<file path="src/rtl/pwm_pkg.sv">
// Shared definitions for the PWM generator: FSM encoding and ratio/period constants.
package pwm_pkg;

    typedef enum logic [1:0] {
        IDLE = 2'd0,
        RUN  = 2'd1,
        DEAD = 2'd2
    } state_t;

    localparam int RATIO_W = 8;
    localparam logic [RATIO_W-1:0] PWM_PERIOD_MAX = 8'd254;

endpackage

</file>
<file path="src/rtl/pwm_prescaler.sv">
// Divides the clock into PWM count ticks; counter is held at zero whenever run is low.
module pwm_prescaler #(
    parameter int PRESCALE   = 4,
    parameter int PRESCALE_W = 8
) (
    input  logic clock,
    input  logic reset,
    input  logic run,
    output logic tick
);

    localparam logic [PRESCALE_W-1:0] LAST = PRESCALE_W'(PRESCALE - 1);

    logic [PRESCALE_W-1:0] cnt_q;
    logic [PRESCALE_W-1:0] cnt_d;

    assign tick = run && (cnt_q == LAST);

    always_comb begin
        cnt_d = '0;
        if (run && !tick) begin
            cnt_d = cnt_q + PRESCALE_W'(1);
        end
    end

    always_ff @(posedge clock or posedge reset) begin
        if (reset) begin
            cnt_q <= '0;
        end else begin
            cnt_q <= cnt_d;
        end
    end

endmodule

</file>
<file path="src/rtl/pwm_generator.sv">
// 255-count PWM generator with period-aligned ratio updates and H-bridge dead time
// on direction reversal.
module pwm_generator
    import pwm_pkg::*;
#(
    parameter int PRESCALE     = 4,
    parameter int PRESCALE_W   = 8,
    parameter int DEAD_PERIODS = 2
) (
    input  logic               clock,
    input  logic               reset,
    input  logic               pwm_enable,
    input  logic               pwm_update,
    input  logic [RATIO_W-1:0] pwm_ratio,
    input  logic               dir_req,
    output logic               pwm_done,
    output logic               pwm_out,
    output logic               motor_dir,
    output logic [RATIO_W-1:0] active_ratio,
    output logic               dead_active
);

    localparam int DEAD_W = (DEAD_PERIODS > 1) ? $clog2(DEAD_PERIODS) : 1;
    localparam logic [DEAD_W-1:0] DEAD_LAST = DEAD_W'(DEAD_PERIODS - 1);

    state_t               state_q, state_d;
    logic [RATIO_W-1:0]   per_q, per_d;
    logic [DEAD_W-1:0]    dead_q, dead_d;
    logic [RATIO_W-1:0]   staged_q, staged_d;
    logic [RATIO_W-1:0]   active_q, active_d;
    logic                 pending_q, pending_d;
    logic                 done_q, done_d;
    logic                 out_q, out_d;
    logic                 dir_q, dir_d;

    logic run;
    logic tick;
    logic boundary;
    logic load_idle;
    logic load_run;

    assign run      = pwm_enable && (state_q != IDLE);
    assign boundary = tick && (per_q == PWM_PERIOD_MAX);

    pwm_prescaler #(
        .PRESCALE   (PRESCALE),
        .PRESCALE_W (PRESCALE_W)
    ) u_prescaler (
        .clock (clock),
        .reset (reset),
        .run   (run),
        .tick  (tick)
    );

    always_comb begin
        state_d   = state_q;
        per_d     = per_q;
        dead_d    = dead_q;
        dir_d     = dir_q;
        active_d  = active_q;
        pending_d = pending_q;
        staged_d  = pwm_update ? pwm_ratio : staged_q;

        // A live update coinciding with the boundary wins over the staged value.
        load_idle = (state_q == IDLE) && pending_q;
        load_run  = boundary && (pending_q || pwm_update);
        if (load_idle) begin
            active_d = staged_q;
        end else if (load_run) begin
            active_d = pwm_update ? pwm_ratio : staged_q;
        end
        done_d = load_idle || load_run;

        if (load_run) begin
            pending_d = 1'b0;
        end else if (pwm_update) begin
            pending_d = 1'b1;
        end else if (load_idle) begin
            pending_d = 1'b0;
        end

        out_d = pwm_enable && (state_q == RUN) && (active_q > per_q);

        if (state_q == IDLE) begin
            dir_d = dir_req;
        end

        if (!pwm_enable) begin
            state_d = IDLE;
            per_d   = '0;
            dead_d  = '0;
        end else begin
            if (tick) begin
                per_d = (per_q == PWM_PERIOD_MAX) ? '0 : per_q + RATIO_W'(1);
            end
            case (state_q)
                IDLE: begin
                    state_d = RUN;
                    per_d   = '0;
                end
                RUN: begin
                    // A zero ratio means the bridge is already off, so reverse at once.
                    if (boundary && (dir_req != dir_q)) begin
                        if (active_d != '0) begin
                            state_d = DEAD;
                            dead_d  = '0;
                        end else begin
                            dir_d = dir_req;
                        end
                    end
                end
                DEAD: begin
                    if (boundary) begin
                        if (dead_q == DEAD_LAST) begin
                            dir_d   = dir_req;
                            state_d = RUN;
                            dead_d  = '0;
                        end else begin
                            dead_d = dead_q + DEAD_W'(1);
                        end
                    end
                end
                default: begin
                    state_d = IDLE;
                end
            endcase
        end
    end

    always_ff @(posedge clock or posedge reset) begin
        if (reset) begin
            state_q   <= IDLE;
            per_q     <= '0;
            dead_q    <= '0;
            staged_q  <= '0;
            active_q  <= '0;
            pending_q <= 1'b0;
            done_q    <= 1'b0;
            out_q     <= 1'b0;
            dir_q     <= 1'b0;
        end else begin
            state_q   <= state_d;
            per_q     <= per_d;
            dead_q    <= dead_d;
            staged_q  <= staged_d;
            active_q  <= active_d;
            pending_q <= pending_d;
            done_q    <= done_d;
            out_q     <= out_d;
            dir_q     <= dir_d;
        end
    end

    assign pwm_done     = done_q;
    assign pwm_out      = out_q;
    assign motor_dir    = dir_q;
    assign active_ratio = active_q;
    assign dead_active  = (state_q == DEAD);

endmodule

</file>
<file path="config.mk">
export PLATFORM = sky130hd
export DESIGN_NAME = pwm_generator
export DESIGN_NICKNAME = d
export VERILOG_FILES = /design/src/rtl/pwm_pkg.sv /design/src/rtl/pwm_prescaler.sv /design/src/rtl/pwm_generator.sv
export SDC_FILE = /design/constraint.sdc
export NUM_CORES = 1
export LEC_CHECK = 0
export BUFFER_PORTS_ARGS = -buffer_cell sky130_fd_sc_hd__buf_2
export CORE_AREA = 3 3 66 129
export CTS_CLUSTER_SIZE = 30
export DETAILED_ROUTE_END_ITERATION = 12
export DIE_AREA = 0 0 69 132
export PLACE_DENSITY = 0.54
export SKIP_LAST_GASP = 1
export SYNTH_ARGS = -nofsm -noshare
export SYNTH_HDL_FRONTEND = slang
export SYNTH_SLANG_ARGS = --single-unit
</file>
<file path="constraint.sdc">
create_clock -name clock -period 2.9 [get_ports clock]
set_input_delay 0.29 -clock clock [delete_from_list [all_inputs] [get_ports clock]]
set_output_delay 0.29 -clock clock [all_outputs]
set_load 0.005 [all_outputs]
</file>
==> results of run 1 <==
-- cells in the final DEF, fill, tap and decap left out, types with 2 or more instances in the layout --
cell type	instances
sky130_fd_sc_hd__inv_1	14
sky130_fd_sc_hd__and3_1	4
sky130_fd_sc_hd__nand2_1	24
sky130_fd_sc_hd__and2_1	2
sky130_fd_sc_hd__nand3_1	14
sky130_fd_sc_hd__clkbuf_16	5
sky130_fd_sc_hd__ha_1	14
sky130_fd_sc_hd__o41ai_2	5
sky130_fd_sc_hd__a21oi_1	14
sky130_fd_sc_hd__nand4_1	3
sky130_fd_sc_hd__o21ai_1	6
sky130_fd_sc_hd__nand4_4	2
sky130_fd_sc_hd__o41ai_1	5
sky130_fd_sc_hd__mux2i_1	5
sky130_fd_sc_hd__buf_2	24
sky130_fd_sc_hd__o22ai_1	2
sky130_fd_sc_hd__nor2_1	16
sky130_fd_sc_hd__o21ai_2	2
sky130_fd_sc_hd__buf_4	14
sky130_fd_sc_hd__mux2_2	8
sky130_fd_sc_hd__xnor2_1	2
sky130_fd_sc_hd__dfrtp_1	39
sky130_fd_sc_hd__o21ai_0	10
sky130_fd_sc_hd__xor2_1	6
sky130_fd_sc_hd__nor3b_1	2
sky130_fd_sc_hd__nor4_4	2
sky130_fd_sc_hd__a21o_1	2
-- routing by layer --
metal  track usage (%)  wire, µm  vias up
met2              25.2      3550       27
met3              2.14       146       13
met1              13.0      1980      916
li1                  -         -      895
met5                 0         0        -
met4              5.33       169        0
-- path summary, 6_finish.rpt --
| kind | depth (start not counted) | slack (ns) | to |
|---|---|---|---|
| worst max-delay path | 9 | 0.03 | motor_dir |
| worst min-delay path | 3 | 0.13 | pwm_out |
| worst max register to register | 9 | 0.03 | motor_dir |
| worst min register to register | 2 | 0.52 | active_ratio[1] |
| max in group asynchronous | 3 | 2.39 | staged_q[5] |
| min in group clock | 2 | 0.26 | staged_q[2] |
-- metrics by stage --
| step | setup WS [ns] | area, µm² | hold slack, ns | utilization [%] | power [mW] |
|---|---|---|---|---|---|
| floorplan | 0.169 | 2240 | 0.459 | - | 0.965 |
| global placement | 0.103 | 2530 | 0.447 | 33.0 | 1.14 |
| detailed placement | 0.0564 | 2530 | 0.459 | 33.0 | 1.14 |
| CTS | 0.0460 | 2700 | 0.155 | 35.3 | 1.80 |
| global route | -0.0396 | 2780 | 0.183 | 36.3 | 1.90 |
| finish | 0.0313 | 2780 | 0.133 | 36.3 | 1.80 |
-- registers in the layout, indices dropped and copies added, names as in the netlist --
signal,flops
staged_q,8
pwm_out,1
pwm_done,1
motor_dir,1
u_prescaler.cnt_q,8
active_ratio,8
state_q,2
per_q,8
dead_q,1
pending_q,1
-- final cells by class --
type / count / area, µm² / area share [%]
tap: 94 / 118 / 4.23
inverter: 14 / 52.6 / 1.89
clock buffer: 6 / 139 / 4.99
timing repair buffer: 38 / 225 / 8.09
multi-input combinational: 167 / 1240 / 44.5
sequential: 39 / 976 / 35.1
clock inverter: 2 / 35.0 / 1.26
-- worst reg2reg max path, stage by stage (launching register included) --
cell,delay (ns)
sky130_fd_sc_hd__dfrtp_1,0.44
sky130_fd_sc_hd__nor4_4,0.28
sky130_fd_sc_hd__buf_4,0.20
sky130_fd_sc_hd__nand4_4,0.17
sky130_fd_sc_hd__o41ai_1,0.46
sky130_fd_sc_hd__o21ai_1,0.18
sky130_fd_sc_hd__nor4_4,0.35
sky130_fd_sc_hd__nand4_1,0.17
sky130_fd_sc_hd__mux2i_1,0.15
sky130_fd_sc_hd__a221o_1,0.35
-- cells by family (layout without fill, tap and decap cells) --
kind of cell	count (synthesis)	after routing	synth area share [%]
compound gates	51	51	14.6
xor+xnor	8	8	3.13
fa+ha+maj	14	14	7.82
buf+inv	21	60	4.58
flops	39	39	43.6
mux	13	13	6.25
simple gates	80	81	20.0
-- power groups by stage --
stage	registers [mW]	clock network, mW	logic (mW)
after floorplan	0.676	0	0.290
after global placement	0.685	0	0.457
after detailed placement	0.686	0	0.458
after CTS	0.677	0.659	0.461
after global routing	0.686	0.677	0.535
final	0.677	0.644	0.480
-- repair_timing --
action                                  4_1_cts  5_1_grt
setup buffers                                 0        1
endpoints found under the setup margin        0        3
gates resized for setup                       0       11
==> metrics.md, run 1 <==
| Metric | Value |
|---|---|
| Kind of cell adding the most delay to the critical path | `compound AO/OA/AOI/OAI gates` |
| Sequential-to-total area share from yosys stat | `43.6%` |
| Cell area after synthesis | `~2200 µm²` |
| Worst path slowest cell | `sky130_fd_sc_hd__o41ai_1` |
| Diodes inserted | `0` |
| Buffer and inverter count on the worst path | `1` |
| Ranking of synthesized cells by area | `sky130_fd_sc_hd__dfrtp_1 (44%), sky130_fd_sc_hd__ha_1 (7.8%), sky130_fd_sc_hd__mux2_2 (4.0%), sky130_fd_sc_hd__nand2_1 (4.0%), sky130_fd_sc_hd__o41ai_1 (3.9%)` |
| Hold crit path type | `input pin to asynchronous set/reset pin` |
| Synth Register Bits | `39` |
| Port-buffer cells | `24` |
| Hold bufs inserted after CTS | `0` |
| Layout net count | `292` |
| Number of buffers created by CTS | `5` |
| Cell type with the highest aggregate area in the netlist | `sky130_fd_sc_hd__dfrtp_1` |
| Critical-path cell list | `nor4_4, buf_4, nand4_4, o41ai_1, o21ai_1, nor4_4, nand4_1, mux2i_1, a221o_1` |
| First-pass GRT wire length | `9.38 mm` |
| Max-slew violations | `0` |
| Capturing element type of the critical path | `register` |
| Most prevalent standard cell on the critical path | `sky130_fd_sc_hd__nor4_4` |
| Sum Neg Setup Slack | `0 ns` |
| Outcome | `completed` |
| Logic pwr share | `26.6%` |
| Total of warnings raised by yosys | `0` |
| Clock skew after layout | `0.00563 ns` |
| Part of the power in registers | `37.6%` |
| I/O pin total | `25` |
| Worst skew pair latency | `roughly 0.28 ns` |
| TritonCTS clock tree | `done` |
| Starting density of the core | `29.3%` |
| CTS root buffer | `sky130_fd_sc_hd__clkbuf_16` |
| Most instantiated flip-flop cell in the synthesis netlist | `sky130_fd_sc_hd__dfrtp_1` |
| Initial antenna violation count | `0` |
| # Max-Cap Violations | `0` |
| Share of async-settable or async-resettable flops after synthesis | `100%` |
| Total iterations of the first detailed-routing run | `4` |
| Slew at the pin closest to its max-slew limit | `0.611 ns` |
| Maximum number of pins on one net before global-route repair | `40` |
| CTS HTree Levels | `2` |
| Global routing usage summed across all routing layers | `12.9%` |
| Die span in x | `69 µm` |
| Kind of start point of the critical path | `register` |
| Switching portion of total power | `30.4%` |
| Post-synthesis area per instance | `9.92 µm²` |
| Via count of the first global-routing pass | `1877` |
| DRC violation count after routing | `0` |
| Fraction of synthesized cell area taken by the top area cell type | `43.6%` |
| Final Instance Count excl. Fillers | `360` |
| Number of rows in the core area | `45` |
| RD Place Congestion | `0.785` |
| Portion of total power attributed to the clock network | `35.8%` |
| Remaining antenna violation count | `0` |
| Placed wire-length estimate after detailed placement | `4.27 mm` |
| Number of vias after detailed routing | `1851` |
| Synth unique cells | `44` |
| Internal cell power | `about 1.3 mW` |
| Classification of the worst setup path | `register to register` |
| Endpoint required time on the critical path | `3.07 ns` |
| Cells after synthesis | `226` |
| Peak supply drop | `0.525 mV` |
| Clock Tree Buf Depth | `2` |
| Via density per instance | `5.14` |
| Slew headroom | `59.0%` |
| Signed area change from the synthesized netlist to the final layout | `24.2%` |
| Final global-route overflow total | `0` |
| CORE AREA | `7660 µm²` |
| Final Hold Vio Count | `0` |
| Worst-path fanout max | `5` |
| Avg WL per Cell | `~16 µm` |
| Die outline height | `132 µm` |
| Share of the clock period used by the worst path after layout | `98.9%` |
| Crit. Startpoint | `u_prescaler.cnt_q[5]` |
| Fill cells | `804` |
| Post-synth EDFFs | `0` |
| # setup viols final | `0` |
| P_sw | `approximately 0.55 mW` |
| Total power divided by cell area | `647 nW/µm²` |
| CTS clk-pin slew, worst paths | `0.06 ns` |
| Placed insts | `350` |
| Leading cell type by number of instances after synthesis | `sky130_fd_sc_hd__dfrtp_1` |
| Commonest cells in the synthesized netlist | `sky130_fd_sc_hd__dfrtp_1 (39), sky130_fd_sc_hd__nand2_1 (24), sky130_fd_sc_hd__nor2_1 (17)` |
| Maximum clock rate | `between 300 and 400 MHz` |
| Worst R2R Start | `u_prescaler.cnt_q[5]` |
| DRC violation total after the first TritonRoute iteration | `44` |
| Leakage power of the design | `~1.2 nW` |
| Critical Path Max Stage Delay | `0.46 ns` |
| Final critical delay including setup and external delays | `roughly 2.9 ns` |
| Sink Count | `39` |
| Total length of routed wires | `5.84 mm` |
| Fraction of final layout cells sized beyond drive strength 1 | `27.4%` |
| Die area | `slightly above 9000 µm²` |
| Number of nets produced by synthesis | `253` |
| Arrival time at the worst endpoint | `3.04 ns` |
(Power assumes the default switching activity.)
==> run 2: changes to the inputs <==
--- a/config.mk
+++ b/config.mk
@@ -6,12 +6,14 @@
 export NUM_CORES = 1
 export LEC_CHECK = 0
 export BUFFER_PORTS_ARGS = -buffer_cell sky130_fd_sc_hd__buf_2
-export CORE_AREA = 3 3 66 129
+export CORE_AREA = 3 3 70 137
 export CTS_CLUSTER_SIZE = 30
 export DETAILED_ROUTE_END_ITERATION = 12
-export DIE_AREA = 0 0 69 132
-export PLACE_DENSITY = 0.54
+export DIE_AREA = 0 0 73 140
+export PLACE_DENSITY = 0.53
+export RECOVER_POWER = 50
 export SKIP_LAST_GASP = 1
 export SYNTH_ARGS = -nofsm -noshare
 export SYNTH_HDL_FRONTEND = slang
+export SYNTH_HIERARCHICAL = 1
 export SYNTH_SLANG_ARGS = --single-unit
==> run 2 against run 1 <==
The flow now finishes with violations (max-capacitance violations, max-slew violations, negative setup slack); clock power is 1% higher; non-clock buffer count increased by 22; via count up 23%; first-iteration DRC count rose to 3.3 times the previous value; routed wire length increased by 28%; critical path type unchanged; total power grew 9.6%; count of clock-buffer cells in the layout did not move; register-to-register slack lost 0.17 ns; cell area rose by 17%.
==> metrics.md, run 2 <==
| Metric | Value |
|---|---|
| Worst R2R Start | `u_prescaler/cnt_q[6]` |
| Fraction of final layout cells sized beyond drive strength 1 | `approximately 29%` |
| Fraction of the mapped netlist area in simple logic gates | `18.5%` |
| Port-buffer cells | `24` |
| Maximum clock rate | `329 MHz` |
| Ranking of synthesized cells by area | `sky130_fd_sc_hd__dfrtp_1 (38%), sky130_fd_sc_hd__ha_1 (6.9%), sky130_fd_sc_hd__nor2_1 (3.7%), sky130_fd_sc_hd__inv_1 (3.5%), sky130_fd_sc_hd__nand2_1 (3.4%)` |
| Portion of netlist area occupied by mux cells | `8.13%` |
| Total iterations of the first detailed-routing run | `4` |
| Post-synthesis adder-cell area fraction | `6.90%` |
| Worst Reg2Reg Path Length in Cells | `10` |
| Highest-count cells in the layout ignoring fill and taps | `sky130_fd_sc_hd__dfrtp_1 (39), sky130_fd_sc_hd__buf_4 (33), sky130_fd_sc_hd__nor2_1 (24)` |
| Number of vias after detailed routing | `about 2300` |
| Cells after synthesis | `265` |
| Sum Neg Setup Slack | `-0.388 ns` |
| Commonest cells in the synthesized netlist | `sky130_fd_sc_hd__dfrtp_1 (39), sky130_fd_sc_hd__nor2_1 (25), sky130_fd_sc_hd__inv_1 (24)` |
| Clock Tree Buf Depth | `2` |
| Peak supply drop | `approximately 0.37 mV` |
| Maximum number of pins on one net before global-route repair | `32` |
| DRC violation total after the first TritonRoute iteration | `146` |
| Area share of xor/xnor cells in the synthesized design | `roughly 3.1%` |
| TritonCTS clock tree | `done` |
| Buffer and inverter count on the worst path | `1` |
| Placed inst area | `around 3000 µm²` |
| Synth unique cells | `59` |
| Total length of routed wires | `7.50 mm` |
| Share of the synthesized area in compound gates (AO/OA/AOI/OAI) | `between 15 and 20%` |
| Die outline height | `140 µm` |
| Die area | `10200 µm²` |
| Post-Layout Inst Area | `around 3300 µm²` |
| Sink Count | `39` |
| Slack of the worst reg-to-reg path | `-0.14 ns` |
| Capturing element type of the critical path | `register` |
| Layout net count | `352` |
| First-pass GRT wire length | `12.0 mm` |
| Critical Path Max Stage Delay | `0.56 ns` |
| Unrepaired setup endpoints after global routing | `yes` |
| Number of nets produced by synthesis | `292` |
| Share of the clock period used by the worst path after layout | `105%` |
| Final core occ | `37.4%` |
| Total power divided by cell area | `~600 nW/µm²` |
| Final Hold Vio Count | `0` |
| Via density per instance | `between 5 and 6` |
| Clock skew after layout | `around 0.0045 ns` |
| Global routing usage summed across all routing layers | `15.7%` |
| Worst path slowest cell | `sky130_fd_sc_hd__or4_4` |
| Minimum hold slack | `0.263 ns` |
| Critical-path cell list | `or4_4, nor4b_4, buf_4, nand2_4, nor3_4, mux2_4, a2111oi_4, nand4b_1, a311oi_1, a211oi_1` |
| Signed area change from the synthesized netlist to the final layout | `28.2%` |
| # setup viols final | `3` |
| Post-synthesis area per instance | `9.58 µm²` |
| Commonest non-fill, non-tap cell in the layout | `sky130_fd_sc_hd__dfrtp_1` |
| Terminating pin of the worst hold path | `staged_q[2]` |
| Kind of start point of the critical path | `register` |
| Critical R2R Capture | `motor_dir` |
| Leading cell type by number of instances after synthesis | `sky130_fd_sc_hd__dfrtp_1` |
| Final global-route overflow total | `0` |
| CTS clk-pin slew, worst paths | `around 0.060 ns` |
| Fraction of synthesized cell area taken by the top area cell type | `38.4%` |
| Storage element area | `976 µm²` |
| Kind of cell adding the most delay to the critical path | `simple AND/OR/NAND/NOR gates` |
| Remaining antenna violation count | `0` |
| Final critical delay including setup and external delays | `3.04 ns` |
| Fin worst setup slack | `-0.139 ns` |
| Starting density of the core | `29.2%` |
| Max-slew violations | `32` |
| Placed insts | `about 410` |
| Most instantiated flip-flop cell in the synthesis netlist | `sky130_fd_sc_hd__dfrtp_1` |
| Fill cells | `852` |
| Placed wire-length estimate after detailed placement | `6.03 mm` |
| Synth Register Bits | `39` |
| Leakage power of the design | `roughly 1.4 nW` |
| Multi-input gate area | `1490 µm²` |
| DRC violation count after routing | `0` |
| CTS root buffer | `sky130_fd_sc_hd__clkbuf_16` |
| Total of warnings raised by yosys | `6` |
| Diodes inserted | `0` |
| Die span in x | `approximately 73 µm` |
| Sequential-to-total area share from yosys stat | `approximately 38%` |
| RD Place Congestion | `0.878` |
| Cell type with the highest aggregate area in the netlist | `sky130_fd_sc_hd__dfrtp_1` |
| Via count of the first global-routing pass | `2372` |
| CTS HTree Levels | `2` |
| Initial antenna violation count | `0` |
| Slew at the pin closest to its max-slew limit | `1.80 ns` |
| Final Instance Count excl. Fillers | `roughly 430` |
| Arrival time at the worst endpoint | `3.20 ns` |
| Violated checks | `max-capacitance violations, max-slew violations, negative setup slack` |
| Cell area after synthesis | `2540 µm²` |
| Share of async-settable or async-resettable flops after synthesis | `100%` |
| Worst skew pair latency | `0.29 ns` |
| CORE AREA | `around 8700 µm²` |
| Classification of the worst setup path | `register to register` |
| # Max-Cap Violations | `1` |
| Number of buffers created by CTS | `5` |
| Hold crit path type | `input pin to register` |
| Dominant combinational cell family by area after synthesis | `compound AO/OA/AOI/OAI gates` |
| Worst Hold Path Cells | `3` |
| Hold Path Origin | `pwm_ratio[2]` |
| Endpoint required time on the critical path | `3.07 ns` |
| Slew headroom | `-19.8%` |
| I/O pin total | `25` |
| Number of rows in the core area | `48` |
| Post-synth EDFFs | `0` |
| Outcome | `complete, but fails checks` |
| Worst-path fanout max | `5` |
| Avg WL per Cell | `between 15 and 20 µm` |
run 2: changes by cell type after synthesis, sizes merged, moves of 3 or more:
| cell | before | now |
|---|---|---|
| and3 | 4 | 1 |
| xnor2 | 2 | 6 |
| nand3 | 14 | 10 |
| inv | 14 | 24 |
| mux2 | 8 | 12 |
| a31oi | 0 | 5 |
| nand4 | 5 | 11 |
| o41ai | 10 | 5 |
| o211ai | 0 | 3 |
| o21ai | 18 | 13 |
| a211oi | 0 | 5 |
| nor2 | 17 | 25 |
| xor2 | 6 | 3 |
run 2: worst register-to-register path: cells and delay by family (launching register included):
family / cells / cell delay (ns)
simple gates: 5 / 1.31
compound gates: 3 / 0.70
flops: 1 / 0.38
mux: 1 / 0.34
buf+inv: 1 / 0.18
run 2: stage by stage:
| step | setup slack, ns | total power [mW] |
|---|---|---|
| after global routing | -0.341 | 2.10 |
| after CTS | -0.159 | 1.99 |
| final | -0.139 | 1.97 |
| after floorplan | -0.0384 | 1.06 |
| after global placement | -0.188 | 1.29 |
| after detailed placement | -0.211 | 1.31 |
run 2: worst max-delay path by stage:
stage / startpoint / endpoint / cells after the start
2_1_floorplan: u_prescaler/cnt_q[6] / state_q[0] / 10
3_3_place_gp: u_prescaler/cnt_q[6] / motor_dir / 11
3_5_place_dp: u_prescaler/cnt_q[6] / motor_dir / 11
4_1_cts: u_prescaler/cnt_q[6] / state_q[0] / 10
5_1_grt: u_prescaler/cnt_q[6] / motor_dir / 11
6_report: u_prescaler/cnt_q[6] / motor_dir / 10
run 2: where the power goes:
| part | total, mW | switching, mW | internal, mW |
|---|---|---|---|
| clock network | 0.652 | 0.224 | 0.428 |
| logic | 0.609 | 0.320 | 0.289 |
| registers | 0.711 | 0.0957 | 0.616 |
run 2: logic make-up (layout without fill, tap and decap cells):
logic type / after synthesis / after routing
AO/OA/AOI/OAI: 65 / 65
XOR/XNOR: 9 / 9
adder cells (fa/ha/maj): 14 / 14
buffers and inverters: 31 / 92
flip-flops: 39 / 39
multiplexers: 18 / 18
AND/OR/NAND/NOR: 89 / 89
run 2: final cells by class:
class | count | share of cell area [%]
multi-input combinational | 195 | 45.8
sequential | 39 | 30.0
timing repair buffer | 60 | 12.2
clock buffer | 6 | 4.27
tap | 100 | 3.84
inverter | 24 | 2.84
clock inverter | 2 | 1.08
run 2: repair_timing:
action                                 4_1_cts  5_1_grt
resized for setup                            9        1
endpoints found under the hold margin        8        0
setup buffers                                3        2
setup endpoints to repair                    4        4
hold buffers                                 1        0
pin swaps                                   11        3
run 2: metal layers:
layer	track usage [%]	wire length [µm]
met1	15.0	2540
met2	30.2	4420
met3	2.37	184
met4	8.17	360
met5	0	0
